<file path="src/rtl/jtag_tap_param.sv">
// -----------------------------------------------------------------------------
// jtag_tap_param
//
// Parametrised IEEE 1149.1 TAP controller. It contains:
//   - the 16-state TAP FSM, advanced on the rising edge of TCK;
//   - an instruction register of IR_WIDTH bits;
//   - the built-in IDCODE and BYPASS data registers;
//   - select and strobe outputs for NUM_CHAINS external data chains, such as
//     the DTMCS and DMI chains of a debug module.
//
// The TDO pin and its driver enable are updated on the falling edge of TCK.
//
// Ports
//   clock          in   TCK. All rising-edge and falling-edge logic uses it.
//   reset          in   synchronous, active high. Sampled on the rising edge
//                       for the TAP state, and on the falling edge for TDO.
//   jtag_tms       in   TMS, sampled on the rising edge.
//   jtag_tdi       in   TDI, sampled on the rising edge.
//   jtag_tdo       out  TDO. Holds its last value while not shifting.
//   jtag_tdo_en    out  TDO driver enable. High only in Shift-IR and Shift-DR.
//   chain_sel      out  one-hot select of the external chain that the active
//                       instruction addresses. All zero if none is addressed.
//   chain_tdo      in   serial output of each external chain.
//   chain_tdi      out  serial input to the external chains (equals jtag_tdi).
//   chain_capture  out  high in Capture-DR when an external chain is selected.
//   chain_shift    out  high in Shift-DR when an external chain is selected.
//   chain_update   out  high in Update-DR when an external chain is selected.
//   instruction    out  the active instruction.
//   tap_in_tlr     out  high while the FSM is in Test-Logic-Reset.
// -----------------------------------------------------------------------------
module jtag_tap_param #(
    parameter int                                IR_WIDTH     = 5,
    parameter logic [31:0]                       IDCODE_VALUE = 32'h0000_0001,
    parameter int                                IDCODE_INSTR = 1,
    parameter int                                NUM_CHAINS   = 2,
    parameter logic [NUM_CHAINS*IR_WIDTH-1:0]    CHAIN_INSTRS = {5'h11, 5'h10}
) (
    input  logic                  clock,
    input  logic                  reset,
    input  logic                  jtag_tms,
    input  logic                  jtag_tdi,
    output logic                  jtag_tdo,
    output logic                  jtag_tdo_en,
    output logic [NUM_CHAINS-1:0] chain_sel,
    input  logic [NUM_CHAINS-1:0] chain_tdo,
    output logic                  chain_tdi,
    output logic                  chain_capture,
    output logic                  chain_shift,
    output logic                  chain_update,
    output logic [IR_WIDTH-1:0]   instruction,
    output logic                  tap_in_tlr
);

    // The encoding matches the state numbering commonly used for the 1149.1
    // TAP, so a state can be read directly off a debug probe.
    typedef enum logic [3:0] {
        TLR      = 4'hF,
        RTI      = 4'hC,
        SEL_DR   = 4'h7,
        CAP_DR   = 4'h6,
        SH_DR    = 4'h2,
        EX1_DR   = 4'h1,
        PAUSE_DR = 4'h3,
        EX2_DR   = 4'h0,
        UPD_DR   = 4'h5,
        SEL_IR   = 4'h4,
        CAP_IR   = 4'hE,
        SH_IR    = 4'hA,
        EX1_IR   = 4'h9,
        PAUSE_IR = 4'hB,
        EX2_IR   = 4'h8,
        UPD_IR   = 4'hD
    } tap_state_e;

    localparam logic [IR_WIDTH-1:0] IDCODE_OP   = IR_WIDTH'(IDCODE_INSTR);
    // Value loaded into the IR in Capture-IR: binary ...0001.
    localparam logic [IR_WIDTH-1:0] IR_CAPTURE  = IR_WIDTH'(1);
    localparam logic [31:0]         IDCODE_CAPT = IDCODE_VALUE | 32'h1;

    // -------------------------------------------------------------------------
    // Registers on the rising edge, with their next-state values
    // -------------------------------------------------------------------------
    tap_state_e          state_q,        state_d;
    logic [IR_WIDTH-1:0] instr_q,        instr_d;
    logic [IR_WIDTH-1:0] ir_shift_q,     ir_shift_d;
    logic                bypass_q,       bypass_d;
    logic [31:0]         idcode_shift_q, idcode_shift_d;

    // Registers on the falling edge
    logic                tdo_q,          tdo_d;
    logic                tdo_en_q,       tdo_en_d;

    // -------------------------------------------------------------------------
    // Instruction decode
    // -------------------------------------------------------------------------
    logic                  sel_idcode;
    logic                  sel_bypass;
    logic [NUM_CHAINS-1:0] chain_hit;
    logic [NUM_CHAINS-1:0] chain_sel_w;
    logic                  dr_tdo;

    assign sel_idcode = (instr_q == IDCODE_OP);

    generate
        for (genvar gi = 0; gi < NUM_CHAINS; gi++) begin : g_chain_match
            assign chain_hit[gi] = (instr_q == CHAIN_INSTRS[gi*IR_WIDTH +: IR_WIDTH]);
        end
    endgenerate

    // Several chains may share an opcode. In that case the lowest index wins.
    // The expression x & -x keeps only the least-significant set bit of x.
    // The IDCODE opcode outranks every chain.
    always_comb begin
        chain_sel_w = '0;
        if (!sel_idcode) begin
            chain_sel_w = chain_hit & (~chain_hit + NUM_CHAINS'(1));
        end
    end

    // Anything that is neither IDCODE nor a mapped chain selects BYPASS.
    // This includes the all-ones opcode.
    assign sel_bypass = !sel_idcode && (chain_sel_w == '0);

    // Serial source shown on TDO during Shift-DR.
    always_comb begin
        dr_tdo = bypass_q;
        if (sel_idcode) begin
            dr_tdo = idcode_shift_q[0];
        end else if (!sel_bypass) begin
            dr_tdo = |(chain_sel_w & chain_tdo);
        end
    end

    // -------------------------------------------------------------------------
    // TAP state transitions
    // -------------------------------------------------------------------------
    always_comb begin
        state_d = state_q;
        unique case (state_q)
            TLR:      state_d = jtag_tms ? TLR      : RTI;
            RTI:      state_d = jtag_tms ? SEL_DR   : RTI;
            SEL_DR:   state_d = jtag_tms ? SEL_IR   : CAP_DR;
            CAP_DR:   state_d = jtag_tms ? EX1_DR   : SH_DR;
            SH_DR:    state_d = jtag_tms ? EX1_DR   : SH_DR;
            EX1_DR:   state_d = jtag_tms ? UPD_DR   : PAUSE_DR;
            PAUSE_DR: state_d = jtag_tms ? EX2_DR   : PAUSE_DR;
            EX2_DR:   state_d = jtag_tms ? UPD_DR   : SH_DR;
            UPD_DR:   state_d = jtag_tms ? SEL_DR   : RTI;
            SEL_IR:   state_d = jtag_tms ? TLR      : CAP_IR;
            CAP_IR:   state_d = jtag_tms ? EX1_IR   : SH_IR;
            SH_IR:    state_d = jtag_tms ? EX1_IR   : SH_IR;
            EX1_IR:   state_d = jtag_tms ? UPD_IR   : PAUSE_IR;
            PAUSE_IR: state_d = jtag_tms ? EX2_IR   : PAUSE_IR;
            EX2_IR:   state_d = jtag_tms ? UPD_IR   : SH_IR;
            UPD_IR:   state_d = jtag_tms ? SEL_DR   : RTI;
            default:  state_d = TLR;
        endcase
    end

    // -------------------------------------------------------------------------
    // Register actions. The action for a state is decided from the current
    // state, so it takes effect on the edge that leaves that state.
    // -------------------------------------------------------------------------
    always_comb begin
        instr_d        = instr_q;
        ir_shift_d     = ir_shift_q;
        bypass_d       = bypass_q;
        idcode_shift_d = idcode_shift_q;
        case (state_q)
            TLR: begin
                instr_d = IDCODE_OP;
            end
            CAP_IR: begin
                ir_shift_d = IR_CAPTURE;
            end
            SH_IR: begin
                ir_shift_d = {jtag_tdi, ir_shift_q[IR_WIDTH-1:1]};
            end
            UPD_IR: begin
                instr_d = ir_shift_q;
            end
            CAP_DR: begin
                bypass_d       = 1'b0;
                idcode_shift_d = IDCODE_CAPT;
            end
            SH_DR: begin
                // External chains shift themselves off chain_shift and
                // chain_tdi. Only the internal registers are handled here.
                if (sel_idcode) begin
                    idcode_shift_d = {jtag_tdi, idcode_shift_q[31:1]};
                end else if (sel_bypass) begin
                    bypass_d = jtag_tdi;
                end
            end
            default: ;
        endcase
    end

    always_ff @(posedge clock) begin
        if (reset) begin
            // A shift that is in progress is abandoned. The instruction
            // returns to IDCODE and is never loaded from ir_shift.
            state_q        <= TLR;
            instr_q        <= IDCODE_OP;
            ir_shift_q     <= '0;
            bypass_q       <= 1'b0;
            idcode_shift_q <= '0;
        end else begin
            state_q        <= state_d;
            instr_q        <= instr_d;
            ir_shift_q     <= ir_shift_d;
            bypass_q       <= bypass_d;
            idcode_shift_q <= idcode_shift_d;
        end
    end

    // -------------------------------------------------------------------------
    // TDO on the falling edge. A shift register's bit 0 is presented half a
    // cycle before the rising edge that shifts it out. When not shifting, TDO
    // keeps its last value and only the enable is dropped.
    // -------------------------------------------------------------------------
    always_comb begin
        tdo_d    = tdo_q;
        tdo_en_d = 1'b0;
        case (state_q)
            SH_IR: begin
                tdo_d    = ir_shift_q[0];
                tdo_en_d = 1'b1;
            end
            SH_DR: begin
                tdo_d    = dr_tdo;
                tdo_en_d = 1'b1;
            end
            default: ;
        endcase
    end

    always_ff @(negedge clock) begin
        if (reset) begin
            tdo_q    <= 1'b0;
            tdo_en_q <= 1'b0;
        end else begin
            tdo_q    <= tdo_d;
            tdo_en_q <= tdo_en_d;
        end
    end

    // -------------------------------------------------------------------------
    // Outputs
    // -------------------------------------------------------------------------
    assign jtag_tdo      = tdo_q;
    assign jtag_tdo_en   = tdo_en_q;
    assign chain_sel     = chain_sel_w;
    assign chain_tdi     = jtag_tdi;
    assign chain_capture = (state_q == CAP_DR) && (|chain_sel_w);
    assign chain_shift   = (state_q == SH_DR)  && (|chain_sel_w);
    assign chain_update  = (state_q == UPD_DR) && (|chain_sel_w);
    assign instruction   = instr_q;
    assign tap_in_tlr    = (state_q == TLR);

endmodule

</file>
<file path="config.mk">
export PLATFORM = sky130hd
export DESIGN_NAME = jtag_tap_param
export DESIGN_NICKNAME = d
export VERILOG_FILES = /design/src/rtl/jtag_tap_param.sv
export SDC_FILE = /design/constraint.sdc
export NUM_CORES = 1
export LEC_CHECK = 0
export BUFFER_PORTS_ARGS = -buffer_cell sky130_fd_sc_hd__clkbuf_2
export CORE_MARGIN = 2
export CORE_UTILIZATION = 49
export CTS_BUF_LIST = sky130_fd_sc_hd__clkbuf_4 sky130_fd_sc_hd__clkbuf_8
export CTS_CLUSTER_SIZE = 30
export DETAILED_ROUTE_END_ITERATION = 16
export PLACE_DENSITY = 0.71
export SLEW_MARGIN = 20
export SYNTH_ARGS = -nofsm -noshare
export SYNTH_HDL_FRONTEND = slang
export SYNTH_SLANG_ARGS = --single-unit
</file>
<file path="constraint.sdc">
create_clock -name clock -period 1.4 [get_ports clock]
set_clock_uncertainty 0.05 [all_clocks]
set_input_delay 0.42 -clock clock [delete_from_list [all_inputs] [get_ports clock]]
set_output_delay 0.42 -clock clock [all_outputs]
set_load 0.03 [all_outputs]
</file>
# --- After elaboration in Yosys (flattened, before gate mapping) ---
# Index checks and enable logic that the tools add are counted.
op_classes:
  n_addsub: 1
  n_mul: 0
  div_mod_pow: 0
  magnitude_cmp: 0
  eq_ne: 21
  shift: 0
  n_mux: 25
  bitwise_logic: 3
  reduce_logical: 19
op_table:
  columns: ["operator", "count"]
  rows:
  - ["$pmux 32 s2", 1]
  - ["$pmux 4 s12", 1]
  - ["$eq 4x4->1 const B", 8]
  - ["$mux 32", 1]
  - ["$pmux 5 s2", 2]
  - ["$eq 4x3->1 const B", 4]
  - ["$mux 2", 7]
  - ["$mux 3", 4]
  - ["$eq 5x5->1 const B", 2]
  - ["$reduce_or 2->1", 5]
  - ["$eq 4x2->1 const B", 2]
  - ["$reduce_bool 2->1", 4]
  - ["$mux 1", 6]
  - ["$ne 2x2->1 const B", 3]
  - ["$eq 5x1->1 const B", 1]
  - ["$and 2x2->2", 2]
  - ["$eq 4x1->1 const B", 1]
  - ["$logic_and 1x1->1", 4]
  - ["$logic_not 4->1", 1]
  - ["$mux 4", 1]
  - ["$pmux 1 s2", 2]
  - ["$reduce_and 3->1", 1]
  - ["$reduce_or 3->1", 1]
  - ["$add 2x1->2 const B", 1]
  - ["other kinds (4)", 4]
word_totals:
  register_bits: 49
  latchBits: 0
  ramBits: 0
  mem_bits_ro: 0
  output_inout_bits: 14
  mem_count: 0

# --- Logic depth before layout (Yosys ltp) ---
logic_depth:
  ltp_word: 10
  depth_mapped: 6

==> impl_metrics.csv <==
group,metric,value,unit
die,die_area,4340,µm²
yosys,yosysTopAreaCell,"sky130_fd_sc_hd__dfxtp_1",
clock_network,cts_h_tree_depth,2,
drt,dr.first_iter.drc_count,61,
drt,detail_route.wl_per_cell,16.9,µm
global_route,globalRouteMet3Util,6.13,%
power,p_leak,1.15,nW
sta,final.setup.worst_slack,-0.895,ns
worst_hold_path,hold_class,"primary input to flop",
job,maxCapViolations,0,
global_route,grt.overflow.total,0,
global_route,use_met1,26.4,%
global_route,grt_most_used_layer,"met2",
yosys,synth_cell_types,39,
die,placement_rows,22,
power,clkPwrFrac,32.7,%
finish,final.fill_count,183,
finish,instances_no_fill,321,
yosys,yosys_most_used_dff,"sky130_fd_sc_hd__dfxtp_1",
worst_hold_path,min_to,"idcode_shift_q[31]",
yosys,synth.cell_area,1880,µm²
clock_network,tritoncts,"done",
power,pwr-share-seq,50.7,%
drt,drt-vias-per-instance,5.61,
setup_path,setup.worst_path.class,"flop to flop",
finish,final-seq-area,1010,µm²
finish,layout-drive-gt1-share,51.3,%
clock_network,cts_buffers,5,
placement,post-dp-hpwl,2.49,mm
die,chipWidth,65.9,µm
finish,fin_nets,278,
clock_network,clock-root-buffer,"sky130_fd_sc_hd__clkbuf_8",
power,p_per_area,925,nW/µm²
finish,area_growth,61.9,%
worst_hold_path,holdCritStartpoint,"jtag_tdi",
yosys,seq_area_frac_synth,52.3,%
sta,drv_slew,0,
drt,drc,0,
yosys,synth.cells.most_frequent,"sky130_fd_sc_hd__dfxtp_1 (49), sky130_fd_sc_hd__nand2_1 (44), sky130_fd_sc_hd__o22ai_1 (29)",
clock_network,cts.path.max_buffers,2,
global_route,grt_start_max_net_pins,32,
power,intPower,2.01,mW
finish,num_antenna_cells,0,
setup_path,r2r.worst_path.cells,4,
clock_network,clkSlewWorstSetupHoldPaths,0.09,ns
power,vdd.ir_drop.worst,1.10,mV
yosys,mappedNetlistNets,219,
global_route,grt_pass1_wl,7.33,mm
power,power.share.switching,28.4,%
die,die_y_extent,65.9,µm
setup_path,critical_path.startpoint_type,"flop",
setup_path,regToRegEndpoint,"jtag_tdo",
setup_path,worstPathArrival,1.82,ns
yosys,syn_area_per_cell,8.81,µm²
global_route,groute.usage.overall,22.2,%
sta,hold_viol_final,0,
drt,antenna_violation_net_count_after_detailed_routing,0,
global_route,use_met2,36.9,%
outcome,violations,"negative setup slack",
yosys,synth-seq-cells,49,
global_route,grt_antenna_before_repair,0,
finish,multi_input_combinational_cell_area,1140,µm²
drt,first_pass_iters,4,
drt,dr_total_vias,1800,
yosys,post-synth-top-area-fraction,52.3,%
clock_network,clk-insertion-delay-late,0.31,ns
yosys,synth-edff-count,0,
setup_path,worst-path-max-fanout,2,
die,core_box_area,3660,µm²
die,i_o_pin_count,20,
placement,port_buffer_count,19,
setup_path,worstReg2RegStart,"state_q[0]",
placement,place.detailed.instances,294,
power,switching_power_total,0.796,mW
setup_path,cp-end-kind,"flop",
yosys,most_repeated_cell_in_the_gate_level_netlist_after_synthesis,"sky130_fd_sc_hd__dfxtp_1",
sta,slew_at_the_pin_with_the_worst_max_slew_slack,0.621,ns
global_route,number_of_global_route_vias_before_repair,1565,
setup_path,wp_data_required,0.93,ns
power,pwr-share-comb,16.7,%
placement,detailedPlace.worstSlack,-0.867,ns
outcome,run_status,"finished with violations",
worst_hold_path,min_delay_path_depth,3,
clock_network,cts.sink_count,49,
die,initial_utilization,51.2,%
yosys,number_of_warnings_issued_by_yosys,0,
sta,maxSlewHeadroom,58.6,%
yosys,yosys-top-cells-area,"sky130_fd_sc_hd__dfxtp_1 (52%), sky130_fd_sc_hd__o22ai_1 (9.7%), sky130_fd_sc_hd__nand2_1 (8.8%)",
setup_path,setup.reg_to_reg.worst_slack,-0.90,ns
placement,routability_driven_placement_congestion_ratio,0.789,
yosys,synthArstFlopShare,0,%
yosys,synth_cells,213,
drt,drt_wirelength,5.44,mm
sta,rsz0062_at_grt,"true",
sta,final-setup-viol-count,45,
cell type report:
cell class              count  share of cell area (%)
inverters                   5                   0.618
multi-input cells         142                    37.5
clock buffers               5                    2.27
well taps                  48                    1.98
clock inverters             5                    1.19
flip-flops and latches     49                    33.3
repair buffers             67                    23.2
cells by family (layout without fill, tap and decap cells):
logic type	count (synthesis)	count (layout)	synth area share, %
muxes	2	2	1.13
and+or+nand+nor	86	86	22.7
DFF	49	49	52.3
buffers and inverters	22	82	5.27
AOI/OAI and AO/OA	54	54	18.6
state kept, by name, summed over array words and instances (netlist names):
register        cells
jtag_tdo_en         1
idcode_shift_q     32
bypass_q            1
jtag_tdo            1
ir_shift_q          5
instruction         5
state_q             4
layer usage:
metal  part of all wire, %  vias to the layer above  wire length, µm
li1                      -                      879                -
met1                    40                      868             2150
met2                    55                       41             2970
met3                   3.4                       12              184
met4                   2.5                        0              135
met5                     0                        -                0
power by group through the flow:
stage | clock network, mW | logic, mW | registers (mW)
2_1_floorplan | 0.0134 | 0.201 | 1.46
3_3_place_gp | 0.0134 | 0.314 | 1.45
3_5_place_dp | 0.0134 | 0.315 | 1.45
4_1_cts | 0.923 | 0.365 | 1.42
5_1_grt | 0.992 | 0.498 | 1.43
6_report | 0.918 | 0.468 | 1.42
repair_timing:
item / 4_1_cts / 5_1_grt
hold buffers: 0 / 0
buffers inserted: 10 / 8
endpoints found under the setup margin: 50 / 57
gates resized for setup: 48 / 80
hold endpoints to repair: 0 / 0
gates cloned: 2 / 2
pin swaps: 3 / 34
critical path: stages (launching register included):
cell and delay, ns:
sky130_fd_sc_hd__dfxtp_4 0.36, sky130_fd_sc_hd__nor3b_4 0.19, sky130_fd_sc_hd__nand2b_1 0.13, sky130_fd_sc_hd__or4_4 0.57, sky130_fd_sc_hd__a221oi_4 0.26
metrics by stage:
| stage | instance area (µm²) | util (%) | total power, mW | setup TNS (ns) | hold WS [ns] |
|---|---|---|---|---|---|
| final | 3040 | 82.9 | 2.81 | -17.42 | 0.360 |
| after global routing | 3040 | 82.9 | 2.92 | -20.64 | 0.365 |
| after CTS | 2670 | 72.8 | 2.71 | -12.08 | 0.337 |
| after detailed placement | 2270 | 62.0 | 1.78 | -7.56 | 0.407 |
| after global placement | 2270 | 62.0 | 1.78 | -6.39 | 0.398 |
| after floorplan | 1970 | - | 1.67 | -3.23 | 0.390 |
layout by cell type (no fill, tap or decap), types with 2 or more instances in the layout:
| master | instances |
|---|---|
| sky130_fd_sc_hd__buf_4 | 26 |
| sky130_fd_sc_hd__o22ai_2 | 25 |
| sky130_fd_sc_hd__dfxtp_4 | 7 |
| sky130_fd_sc_hd__a21oi_1 | 11 |
| sky130_fd_sc_hd__dfxtp_2 | 2 |
| sky130_fd_sc_hd__inv_1 | 6 |
| sky130_fd_sc_hd__nor2b_1 | 2 |
| sky130_fd_sc_hd__o21ai_0 | 3 |
| sky130_fd_sc_hd__nand2_2 | 2 |
| sky130_fd_sc_hd__nor2_1 | 10 |
| sky130_fd_sc_hd__nand3b_1 | 4 |
| sky130_fd_sc_hd__clkbuf_8 | 5 |
| sky130_fd_sc_hd__buf_8 | 14 |
| sky130_fd_sc_hd__o22ai_1 | 4 |
| sky130_fd_sc_hd__clkbuf_2 | 6 |
| sky130_fd_sc_hd__nand2_1 | 41 |
| sky130_fd_sc_hd__buf_12 | 2 |
| sky130_fd_sc_hd__buf_6 | 18 |
| sky130_fd_sc_hd__nor3b_2 | 4 |
| sky130_fd_sc_hd__nor2_4 | 4 |
| sky130_fd_sc_hd__dfxtp_1 | 40 |
| sky130_fd_sc_hd__nor3_1 | 2 |
worst max-delay path by stage:
stage / end / cells past startpoint / slack (ns) / start
after floorplan: jtag_tdo / 4 / -0.79 / instruction[1]
after global placement: jtag_tdo / 5 / -0.85 / chain_tdo[0]
after detailed placement: jtag_tdo / 5 / -0.87 / chain_tdo[0]
after CTS: jtag_tdo / 4 / -0.80 / instruction[1]
after global routing: jtag_tdo / 4 / -0.95 / state_q[0]
final: jtag_tdo / 4 / -0.90 / state_q[0]
No activity file was read; power rests on OpenSTA's default activity.
